File: config.mk
export PLATFORM = sky130hd
export DESIGN_NAME = regfile_wb_arbiter
export DESIGN_NICKNAME = d
export VERILOG_FILES = /design/src/rtl/regfile_wb_arbiter.sv
export SDC_FILE = /design/constraint.sdc
export NUM_CORES = 1
export LEC_CHECK = 0
export ABC_AREA = 1
export BUFFER_PORTS_ARGS = -buffer_cell sky130_fd_sc_hd__buf_4
export CORE_MARGIN = 2
export CORE_UTILIZATION = 45
export DETAILED_ROUTE_END_ITERATION = 7
export PLACE_DENSITY_LB_ADDON = 0.12
export SKIP_LAST_GASP = 1
export SYNTH_ARGS = -nofsm -noshare
export SYNTH_HDL_FRONTEND = slang
export SYNTH_SLANG_ARGS = --single-unit
File: constraint.sdc
create_clock -name clk -period 6.6 [get_ports clk]
set_input_delay 0.99 -clock clk [delete_from_list [all_inputs] [get_ports clk]]
set_output_delay 0.99 -clock clk [all_outputs]
set_load 0.05 [all_outputs]
File: src/rtl/regfile_wb_arbiter.sv
// Purpose: write-back arbiter sharing the register-file write port between ALU and load results.
// Latency: entry accepted at edge E is issued at E+1 (Regwrite high after E+1), captured by the regfile at E+2.
// Backpressure: per-source ready = !full && !reset, from occupancy only (no same-cycle pop pass-through).
//
// Ports:
//   clk, reset                        clock, synchronous active-high reset
//   alu_valid/alu_ready/alu_reg/alu_data   ALU write request handshake
//   mem_valid/mem_ready/mem_reg/mem_data   load write request handshake
//   Regwrite, write_register, write_data   registered register-file write port
//   read_register_1/2, hazard_1/2          combinational RAW check against pending writes
//   idle                                   both FIFOs empty and no write in flight
// Build option: define ROUND_ROBIN_EN for alternating grant when both sources are
// waiting; otherwise loads always win over ALU results.
module regfile_wb_arbiter #(
  parameter int DEPTH  = 2,
  parameter int DATA_W = 32,
  parameter int ADDR_W = 5
) (
  input  logic              clk,
  input  logic              reset,
  input  logic              alu_valid,
  output logic              alu_ready,
  input  logic [ADDR_W-1:0] alu_reg,
  input  logic [DATA_W-1:0] alu_data,
  input  logic              mem_valid,
  output logic              mem_ready,
  input  logic [ADDR_W-1:0] mem_reg,
  input  logic [DATA_W-1:0] mem_data,
  output logic              Regwrite,
  output logic [ADDR_W-1:0] write_register,
  output logic [DATA_W-1:0] write_data,
  input  logic [ADDR_W-1:0] read_register_1,
  input  logic [ADDR_W-1:0] read_register_2,
  output logic              hazard_1,
  output logic              hazard_2,
  output logic              idle
);

  localparam int PTR_W = $clog2(DEPTH);
  localparam int CNT_W = PTR_W + 1;
  localparam int ALU   = 0;
  localparam int MEM   = 1;

  logic [ADDR_W-1:0] q_reg [2][DEPTH];
  logic [DATA_W-1:0] q_dat [2][DEPTH];
  logic [PTR_W-1:0]  wptr  [2];
  logic [PTR_W-1:0]  rptr  [2];
  logic [CNT_W-1:0]  cnt   [2];

  logic [ADDR_W-1:0] in_reg  [2];
  logic [DATA_W-1:0] in_data [2];
  logic [1:0]        in_valid;
  logic [1:0]        ready;
  logic [1:0]        push;
  logic [1:0]        pop;
  logic [1:0]        nonempty;
  logic              grant_mem;
  logic              sel;

  assign in_valid      = {mem_valid, alu_valid};
  assign in_reg[ALU]   = alu_reg;
  assign in_reg[MEM]   = mem_reg;
  assign in_data[ALU]  = alu_data;
  assign in_data[MEM]  = mem_data;

  // Writes to $zero complete the handshake but are dropped instead of stored.
  always_comb begin
    nonempty = '0;
    ready    = '0;
    push     = '0;
    for (int s = 0; s < 2; s++) begin
      nonempty[s] = (cnt[s] != '0);
      ready[s]    = (cnt[s] != CNT_W'(DEPTH)) && !reset;
      push[s]     = in_valid[s] && ready[s] && (in_reg[s] != '0);
    end
  end

  assign alu_ready = ready[ALU];
  assign mem_ready = ready[MEM];

`ifdef ROUND_ROBIN_EN
  // last_mem: 1 when the most recent grant went to the load FIFO.
  logic last_mem;

  always_comb begin
    if (nonempty[MEM] && nonempty[ALU]) grant_mem = !last_mem;
    else                                grant_mem = nonempty[MEM];
  end

  always_ff @(posedge clk) begin
    if (reset)          last_mem <= 1'b0;
    else if (|nonempty) last_mem <= grant_mem;
  end
`else
  // Loads are older in the pipeline, so they always go first.
  assign grant_mem = nonempty[MEM];
`endif

  assign pop[MEM] = grant_mem;
  assign pop[ALU] = !grant_mem && nonempty[ALU];
  assign sel      = grant_mem;

  always_ff @(posedge clk) begin
    if (reset) begin
      for (int s = 0; s < 2; s++) begin
        wptr[s] <= '0;
        rptr[s] <= '0;
        cnt[s]  <= '0;
      end
    end else begin
      for (int s = 0; s < 2; s++) begin
        if (push[s]) begin
          q_reg[s][wptr[s]] <= in_reg[s];
          q_dat[s][wptr[s]] <= in_data[s];
          wptr[s]           <= wptr[s] + 1'b1;
        end
        if (pop[s]) rptr[s] <= rptr[s] + 1'b1;
        cnt[s] <= cnt[s] + CNT_W'(push[s]) - CNT_W'(pop[s]);
      end
    end
  end

  // Index and data hold their last value when nothing is issued.
  always_ff @(posedge clk) begin
    if (reset) begin
      Regwrite       <= 1'b0;
      write_register <= '0;
      write_data     <= '0;
    end else if (|nonempty) begin
      Regwrite       <= 1'b1;
      write_register <= q_reg[sel][rptr[sel]];
      write_data     <= q_dat[sel][rptr[sel]];
    end else begin
      Regwrite       <= 1'b0;
    end
  end

  // An entry slot is live when its distance from the read pointer is below count.
  always_comb begin
    logic [PTR_W-1:0] off;
    off      = '0;
    hazard_1 = 1'b0;
    hazard_2 = 1'b0;
    for (int s = 0; s < 2; s++) begin
      for (int i = 0; i < DEPTH; i++) begin
        off = PTR_W'(i) - rptr[s];
        if ({1'b0, off} < cnt[s]) begin
          if (q_reg[s][i] == read_register_1) hazard_1 = 1'b1;
          if (q_reg[s][i] == read_register_2) hazard_2 = 1'b1;
        end
      end
    end
    if (Regwrite && (write_register == read_register_1)) hazard_1 = 1'b1;
    if (Regwrite && (write_register == read_register_2)) hazard_2 = 1'b1;
    if (read_register_1 == '0) hazard_1 = 1'b0;
    if (read_register_2 == '0) hazard_2 = 1'b0;
  end

  assign idle = (cnt[ALU] == '0) && (cnt[MEM] == '0) && !Regwrite;

endmodule
Word-level counts from Yosys, hierarchy flattened
Memories as Yosys holds them, arrays and structs flattened. Cells that the tools add are included.

Add/subtract/negate cells: 12. Magnitude comparators: 9. Eq/ne operators: 12. Mux-type cells: 60. Bitwise gates (word level): 9. Reduce and logical (&&, ||, !) cells: 25.

Operators by type and width (count): 32-bit two-way mux (5); 64-bit two-way mux (2); 32-bit demux with 1-bit select (2); 5-bit == test (10); 1-bit two-way mux (40); 5-bit two-way mux (5); 10-bit two-way mux (2); 1-bit logical AND (13); 5-bit demux with 1-bit select (2); 5-bit logical NOT (2); 5-bit nonzero test (2); 1-bit by 2-bit < comparator with 1-bit output (4); 2-bit greater-or-equal comparator (second input constant) (3); 1-bit inverter with 2-bit output (3); 1-bit bitwise OR (6); 1-bit adder (second input constant) (4); 2-bit by 1-bit adder with 2-bit output (2); 2-bit logical NOT (2); 2-bit by 1-bit < comparator with 1-bit output (second input constant) (2); 2-bit two-way mux (2); 2-bit inequality test (second input constant) (2); 2-bit nonzero test (2); 1-bit subtractor (first input constant) (4); 2-bit by 1-bit subtractor with 2-bit output (2); 2 further kinds (4).

Register bits: 38. RAM bits: 156. Input port bits: 88. Output and inout bits: 43. Logic and storage cells: 135. Memories: 5.

Memories: q_dat (depth 2, width 64, read ports 1, clocked after Yosys merged registers in 0, write ports 2, line 45) `logic [DATA_W-1:0] q_dat [2][DEPTH];`; q_reg (depth 2, width 10, read ports 3, clocked after Yosys merged registers in 0, write ports 2, line 44) `logic [ADDR_W-1:0] q_reg [2][DEPTH];`; cnt (depth 2, width 2, read ports 2, clocked after Yosys merged registers in 0, write ports 2, line 48) `logic [CNT_W-1:0] cnt [2];`; rptr (depth 2, width 1, read ports 3, clocked after Yosys merged registers in 0, write ports 2, line 47) `logic [PTR_W-1:0] rptr [2];`; wptr (depth 2, width 1, read ports 2, clocked after Yosys merged registers in 0, write ports 2, line 46) `logic [PTR_W-1:0] wptr [2];`.

Logic depth before layout (Yosys ltp)
Gate-level depths: netlist of the first run.

Word-level depth: 11. Depth in mapped cells: 11. Depth with buffers taken out: 10.

Worst setup path before layout of the first run
OpenSTA, ideal clock, no wires.

Path type: input to register. From: input port reset. To: memory q_dat[1][0] (netlist name) (enable). Setup time: 0.431 ns. Arrival time: 3.754 ns. Required time: 6.169 ns. Slack: 2.414 ns. Stages: 3. Path buffers: 0. Path through: a21oi_1 nand3_1 nor2_1.

RTL lines: start: declaration (line 20) `input logic reset,`; end: declaration (line 45).

==> results of run 1 <==
## layout make-up
class	count	area, um^2	area share (%)
sequential	194	5410	54.8
multi-input combinational	537	2390	24.2
timing repair buffer	136	1020	10.3
clock buffer	17	425	4.31
tap	229	287	2.90
inverter	51	191	1.94
clock inverter	15	149	1.51
## Yosys cell counts
master | instances | area [um^2]
o211ai_1 | 12 | 90.1
inv_1 | 47 | 176
buf_2 | 17 | 85.1
o21ai_1 | 2 | 10.0
nor3_1 | 5 | 25.0
a21oi_1 | 10 | 50.1
nand2_1 | 324 | 1220
buf_6 | 2 | 22.5
edfxtp_1 | 152 | 4560
nand2_4 | 1 | 11.3
xor2_1 | 19 | 166
ha_1 | 2 | 25.0
o22ai_1 | 1 | 6.26
nor2_2 | 2 | 12.5
clkbuf_1 | 16 | 60.1
nand2_2 | 1 | 6.26
dfxtp_1 | 42 | 841
nand3_1 | 109 | 546
buf_4 | 3 | 22.5
nor2_1 | 45 | 169
o21ai_0 | 4 | 20.0
inv_2 | 4 | 15.0
buf_1 | 2 | 7.51
## critical path, delay by kind of cell (launching register included)
kind,cells,cell delay (ns)
AND/OR/NAND/NOR,3,0.80
buffers and inverters,2,0.76
flip-flops,1,0.38
## power by group through the flow
stage          Combinational, mW  Sequential, mW  Clock [mW]
2_1_floorplan              0.466            1.92           0
3_3_place_gp                1.13            1.61           0
3_5_place_dp                1.13            1.60           0
4_1_cts                     1.14            1.58        1.01
5_1_grt                     1.22            1.60        1.05
6_report                    1.12            1.58       0.987
## kinds of logic (layout without fill, tap and decap cells)
family          Yosys count  count (layout)
simple gates            487             487
flops                   194             194
buf+inv                  91             219
compound gates           29              29
xor+xnor                 19              19
fa+ha+maj                 2               2
## routing by layer
| layer | wire length (um) | vias up |
|---|---|---|
| li1 | - | 2939 |
| met1 | 8650 | 2784 |
| met2 | 9110 | 149 |
| met3 | 898 | 14 |
| met4 | 231 | 0 |
| met5 | 0 | - |
## worst paths after layout
| check | start | to | slack [ns] | depth (start not counted) |
|---|---|---|---|---|
| setup / recovery | cnt[0][3] | idle | 3.21 | 5 |
| hold / removal | write_data[10] | write_data[10] | 0.45 | 2 |
| setup reg to reg | cnt[0][3] | write_register[1] | 3.84 | 6 |
| hold reg to reg | write_data[10] | write_data[10] | 0.45 | 2 |
==> results.sh, run 1 <==
export IMPL_setup_violations=0
export IMPL_yosysUniqueCellTypes=23
export IMPL_hold_ws_ns=0.452
export IMPL_slowest_stage="buf_4"
export IMPL_pwr_share_seq_pct=42.9
export IMPL_synth_net_count=912
export IMPL_via_per_inst=4.99
export IMPL_netlist_instances=822
export IMPL_fin_crit_sh_pct=51.4
export IMPL_cp_common_cell="buf_4"
export IMPL_tightestPinTransition_ns=0.998
export IMPL_finClkSkew_ns=0.00804
export IMPL_largest_register_ffs=128
export IMPL_startpoint_type="flop"
export IMPL_htree_levels=4
export IMPL_setup_worst_path_class="flop to output pin"
export IMPL_met2_usage_pct=32.6
export IMPL_crit_path_end_kind="output pin"
export IMPL_critPathMaxFanout=60
export IMPL_synth_area_mm2=0.00815
export IMPL_grt_max_degree=63
export IMPL_setup_ws_ns=3.21
export IMPL_ir_worst_vdd_uv=225
export IMPL_totalPowerFinal_mw=3.69
export IMPL_grt_pass1_vias=5474
export IMPL_holdBufCountCts=0
export IMPL_yosys_area_share_simple_pct=24.4
export IMPL_num_vias=5886
export IMPL_dieArea_mm2=0.0192
export IMPL_num_antenna_cells=0
export IMPL_wire_per_inst_um=16.0
export IMPL_coreArea_mm2=0.0178
export IMPL_synth_compound_area_share_pct=2.17
export IMPL_cpPeakStageDelay_ns=0.53
export IMPL_drc=0
export IMPL_switchingPower_mw=1.38
export IMPL_layout_min_cycle_time_ns=3.39
export IMPL_maxCapViolations=0
export IMPL_yosysWarnings=0
export IMPL_final_common_cell="nand2_1"
export IMPL_finalHoldViolCount=0
export IMPL_cts_buffers_inserted=17
export IMPL_clkLatencyLatePin_ns=0.43
export IMPL_synth_top_family_by_area="simple AND/OR/NAND/NOR gates"
export IMPL_ys_ff_latch=194
export IMPL_fmax_mhz=295
export IMPL_detailed_place_hpwl_mm=11.6
export IMPL_final_cell_mix="nand2_1 (324), edfxtp_1 (152), buf_4 (136), nand3_1 (109), inv_1 (47)"
export IMPL_synth_adder_area_share_pct=0.307
export IMPL_path_clk_slew_ns=0.07
export IMPL_hold_path_class="flop to flop"
export IMPL_synth_xor_area_share_pct=2.04
export IMPL_crit_arrival_ns=2.40
export IMPL_fin_cells=1179
export IMPL_ys_seq_area_share_pct=66.3
export IMPL_fillers=1589
export IMPL_critPathRequiredTime_ns=5.61
export IMPL_fin_setup_tns_ns=0
export IMPL_die_w_um=139
export IMPL_slew_headroom_pct=33.4
export IMPL_rows=49
export IMPL_syn_to_final_growth_pct=21.2
export IMPL_outcome="complete, no violations"
export IMPL_cts_resized=0
export IMPL_synth_area_per_cell_um2=9.91
export IMPL_switching_share_pct=37.4
export IMPL_pwr_share_comb_pct=30.4
export IMPL_power_internal_mw=2.31
export IMPL_grtUsageMet3_pct=3.56
export IMPL_routed_wirelength_mm=18.9
export IMPL_drtPass1Iterations=5
export IMPL_cellPowerDensity_mw_per_mm2=373
export IMPL_drive_gt1_share_pct=18.9
export IMPL_grt_overflow=0
export IMPL_grt_busiest_layer="met2"
export IMPL_place_inst=1147
export IMPL_clock_path_buffers=2
export IMPL_globalRouteMet1Util_pct=27.3
export IMPL_postCtsSetupBuffers=0
export IMPL_track_usage_pct=19.9
export IMPL_clock_sinks=194
export IMPL_io_pins=131
export IMPL_die_h_um=139
export IMPL_grt_pass1_wl_mm=29.4
export IMPL_start_util_pct=45.7
export IMPL_report_final_slew_viol_count=0
export IMPL_placedInstanceArea_mm2=0.00930
export IMPL_stdcell_area_mm2=0.00987
export IMPL_synthMuxAreaShare_pct=0
export IMPL_leakage_nw=4.25
export IMPL_gp_congestion=0.902
export IMPL_final_antenna_net_count=0
export IMPL_layout_nets=1027
export IMPL_antenna_found_initial=0
export IMPL_p_clk_share_pct=26.8
export IMPL_final_util_pct=55.3
export IMPL_numPortBuffers=130
export IMPL_drtIter0Drc=378
export IMPL_cts_tree="built"
export IMPL_rsz0062_at_grt="no"
export IMPL_dp_slack_ns=3.53
export IMPL_crit_chain="nor2_4, buf_4, nand2_1, nor2_1, buf_4"
export IMPL_ctsRootBufferMaster="clkbuf_16"
(Power assumes the default switching activity.)
==> run 2: changes to the inputs <==
- clock period: 6.6 -> 3.5 ns (I/O delays scaled with it)
==> run 2 against run 1 <==
Compared with the run above:
- worst setup slack worse by 2.1 ns
- die area is the same
- critical path depth increased by 4
- critical endpoint is now write_register[2]
- non-clock buffer count rose by 4
- register-to-register slack got worse by 2.7 ns
- routed wire length rose by 3.8%
- clock power increased by 87%
==> results.sh, run 2 (same netlist as run 1, synthesis figures left out) <==
export IMPL_path_clk_slew_ns=0.06
export IMPL_postCtsSetupBuffers=0
export IMPL_startpoint_type="flop"
export IMPL_r2r_slack_ns=1.13
export IMPL_wire_per_inst_um=16.6
export IMPL_layout_nets=1031
export IMPL_die_h_um=139
export IMPL_detailed_place_hpwl_mm=12.9
export IMPL_routed_wirelength_mm=19.6
export IMPL_ctsRootBufferMaster="clkbuf_16"
export IMPL_fillers=1626
export IMPL_io_pins=131
export IMPL_cts_buffers_inserted=17
export IMPL_track_usage_pct=21.1
export IMPL_cts_tree="built"
export IMPL_via_per_inst=5.03
export IMPL_final_cell_mix="nand2_1 (324), edfxtp_1 (152), buf_4 (138), nand3_1 (109), inv_1 (47)"
export IMPL_min_to="q_dat[1][30]"
export IMPL_crit_path_end_kind="flop"
export IMPL_final_common_cell="nand2_1"
export IMPL_rows=49
export IMPL_grt_pass1_vias=5671
export IMPL_finalHoldViolCount=0
export IMPL_critical_path_startpoint="cnt[0][3]"
export IMPL_start_util_pct=45.7
export IMPL_totalPowerFinal_mw=6.97
export IMPL_setup_violations=0
export IMPL_critPathRequiredTime_ns=3.87
export IMPL_dieArea_mm2=0.0192
export IMPL_cts_resized=0
export IMPL_drc=0
export IMPL_clock_sinks=194
export IMPL_rsz0062_at_grt="no"
export IMPL_num_vias=5950
export IMPL_min_from="mem_data[30]"
export IMPL_clkLatencyLatePin_ns=0.43
export IMPL_maxCapViolations=0
export IMPL_worstReg2RegEnd="write_register[2]"
export IMPL_grt_max_degree=61
export IMPL_grt_overflow=0
export IMPL_drtPass1Iterations=5
export IMPL_largest_register_ffs=128
export IMPL_finClkSkew_ns=0.0124
export IMPL_hold_path_class="input port to flop"
export IMPL_coreArea_mm2=0.0178
export IMPL_clock_path_buffers=2
export IMPL_htree_levels=4
export IMPL_final_antenna_net_count=0
export IMPL_setup_worst_path_class="flop to flop"
export IMPL_slew_headroom_pct=34.8
export IMPL_holdBufCountCts=0
export IMPL_cellPowerDensity_mw_per_mm2=703
export IMPL_hold_depth=1
export IMPL_layout_min_cycle_time_ns=2.37
export IMPL_drive_gt1_share_pct=18.8
export IMPL_fin_crit_sh_pct=67.8
export IMPL_ir_worst_vdd_uv=384
export IMPL_antenna_found_initial=0
export IMPL_slowest_stage="buf_4"
export IMPL_outcome="complete, no violations"
export IMPL_fmax_mhz=421
export IMPL_drtIter0Drc=475
export IMPL_cp_common_cell="nand2_1"
export IMPL_crit_chain="nor2_4, buf_4, nand2_1, nand2_2, buf_4, nand2_1, o211ai_1, nand3_1, nand2_1"
export IMPL_critPathMaxFanout=59
export IMPL_gp_congestion=0.879
export IMPL_tightestPinTransition_ns=0.977
export IMPL_crit_arrival_ns=2.75
export IMPL_leakage_nw=4.27
export IMPL_cpPeakStageDelay_ns=0.56
export IMPL_report_final_slew_viol_count=0
export IMPL_hold_ws_ns=0.277
export IMPL_r2r_cells=9
export IMPL_worstReg2RegStart="cnt[0][3]"
export IMPL_num_antenna_cells=0
export IMPL_syn_to_final_growth_pct=21.7
export IMPL_die_w_um=139
export IMPL_numPortBuffers=130
export IMPL_grt_pass1_wl_mm=31.1
## run 2: cell count changes in the layout (fill, tap and decap cells not counted), moves of 3 or more
| cell | change |
|---|---|
| inv_6 | -4 |
| clkbuf_1 | +5 |
| clkinv_4 | -3 |
| clkbuf_8 | +3 |
## run 2: how the worst max path moves through the flow
| stage | cells past startpoint | end | slack, ns |
|---|---|---|---|
| after floorplan | 3 | q_dat[1][0] | -0.22 |
| after global placement | 7 | q_reg[0][8] | 0.91 |
| after detailed placement | 7 | q_dat[0][33] | 0.82 |
| after CTS | 9 | write_data[25] | 1.07 |
| after global routing | 9 | write_register[2] | 0.83 |
| final | 9 | write_register[2] | 1.13 |
## run 2: power breakdown
| group | internal [mW] | switching (mW) | leakage (nW) |
|---|---|---|---|
| clock | 1.04 | 0.803 | 0.273 |
| combinational | 0.610 | 1.53 | 2.25 |
| sequential | 2.81 | 0.175 | 1.74 |
| total | 4.46 | 2.51 | 4.27 |
## run 2: area by class of cell
| type | instances | area (um^2) | share of cell area, % |
|---|---|---|---|
| Sequential cell | 194 | 5410 | 54.5 |
| Clock buffer | 25 | 485 | 4.90 |
| Inverter | 51 | 191 | 1.93 |
| Multi-Input combinational cell | 537 | 2390 | 24.1 |
| Timing Repair Buffer | 140 | 1080 | 10.9 |
| Clock inverter | 7 | 76.3 | 0.770 |
| Tap cell | 229 | 287 | 2.89 |
## run 2: per-layer routing
layer  vias up  track usage, %  wire length, um
met5         -               0                0
met4         0            6.07              258
met2       181            34.1             9530
met3        22            3.94             1020
met1      2793            29.3             8800
li1       2954               -                -
## run 2: metrics by stage
step | TNS (ns) | util, % | cells | setup WS (ns) | area (um^2)
floorplan | -16.33 | - | 822 | -0.221 | 8150
global placement | 0 | 52.4 | 1151 | 0.909 | 9350
detailed placement | 0 | 52.4 | 1151 | 0.820 | 9350
CTS | 0 | 55.6 | 1183 | 1.07 | 9910
global route | 0 | 55.6 | 1183 | 0.827 | 9910
finish | 0 | 55.6 | 1183 | 1.13 | 9910
## run 2: worst max-delay path, delay by kind of cell, from the launching register on
family	cells	cell delay, ns
buffers and inverters	2	1.10
and+or+nand+nor	6	0.72
DFF	1	0.38
AOI/OAI and AO/OA	1	0.12
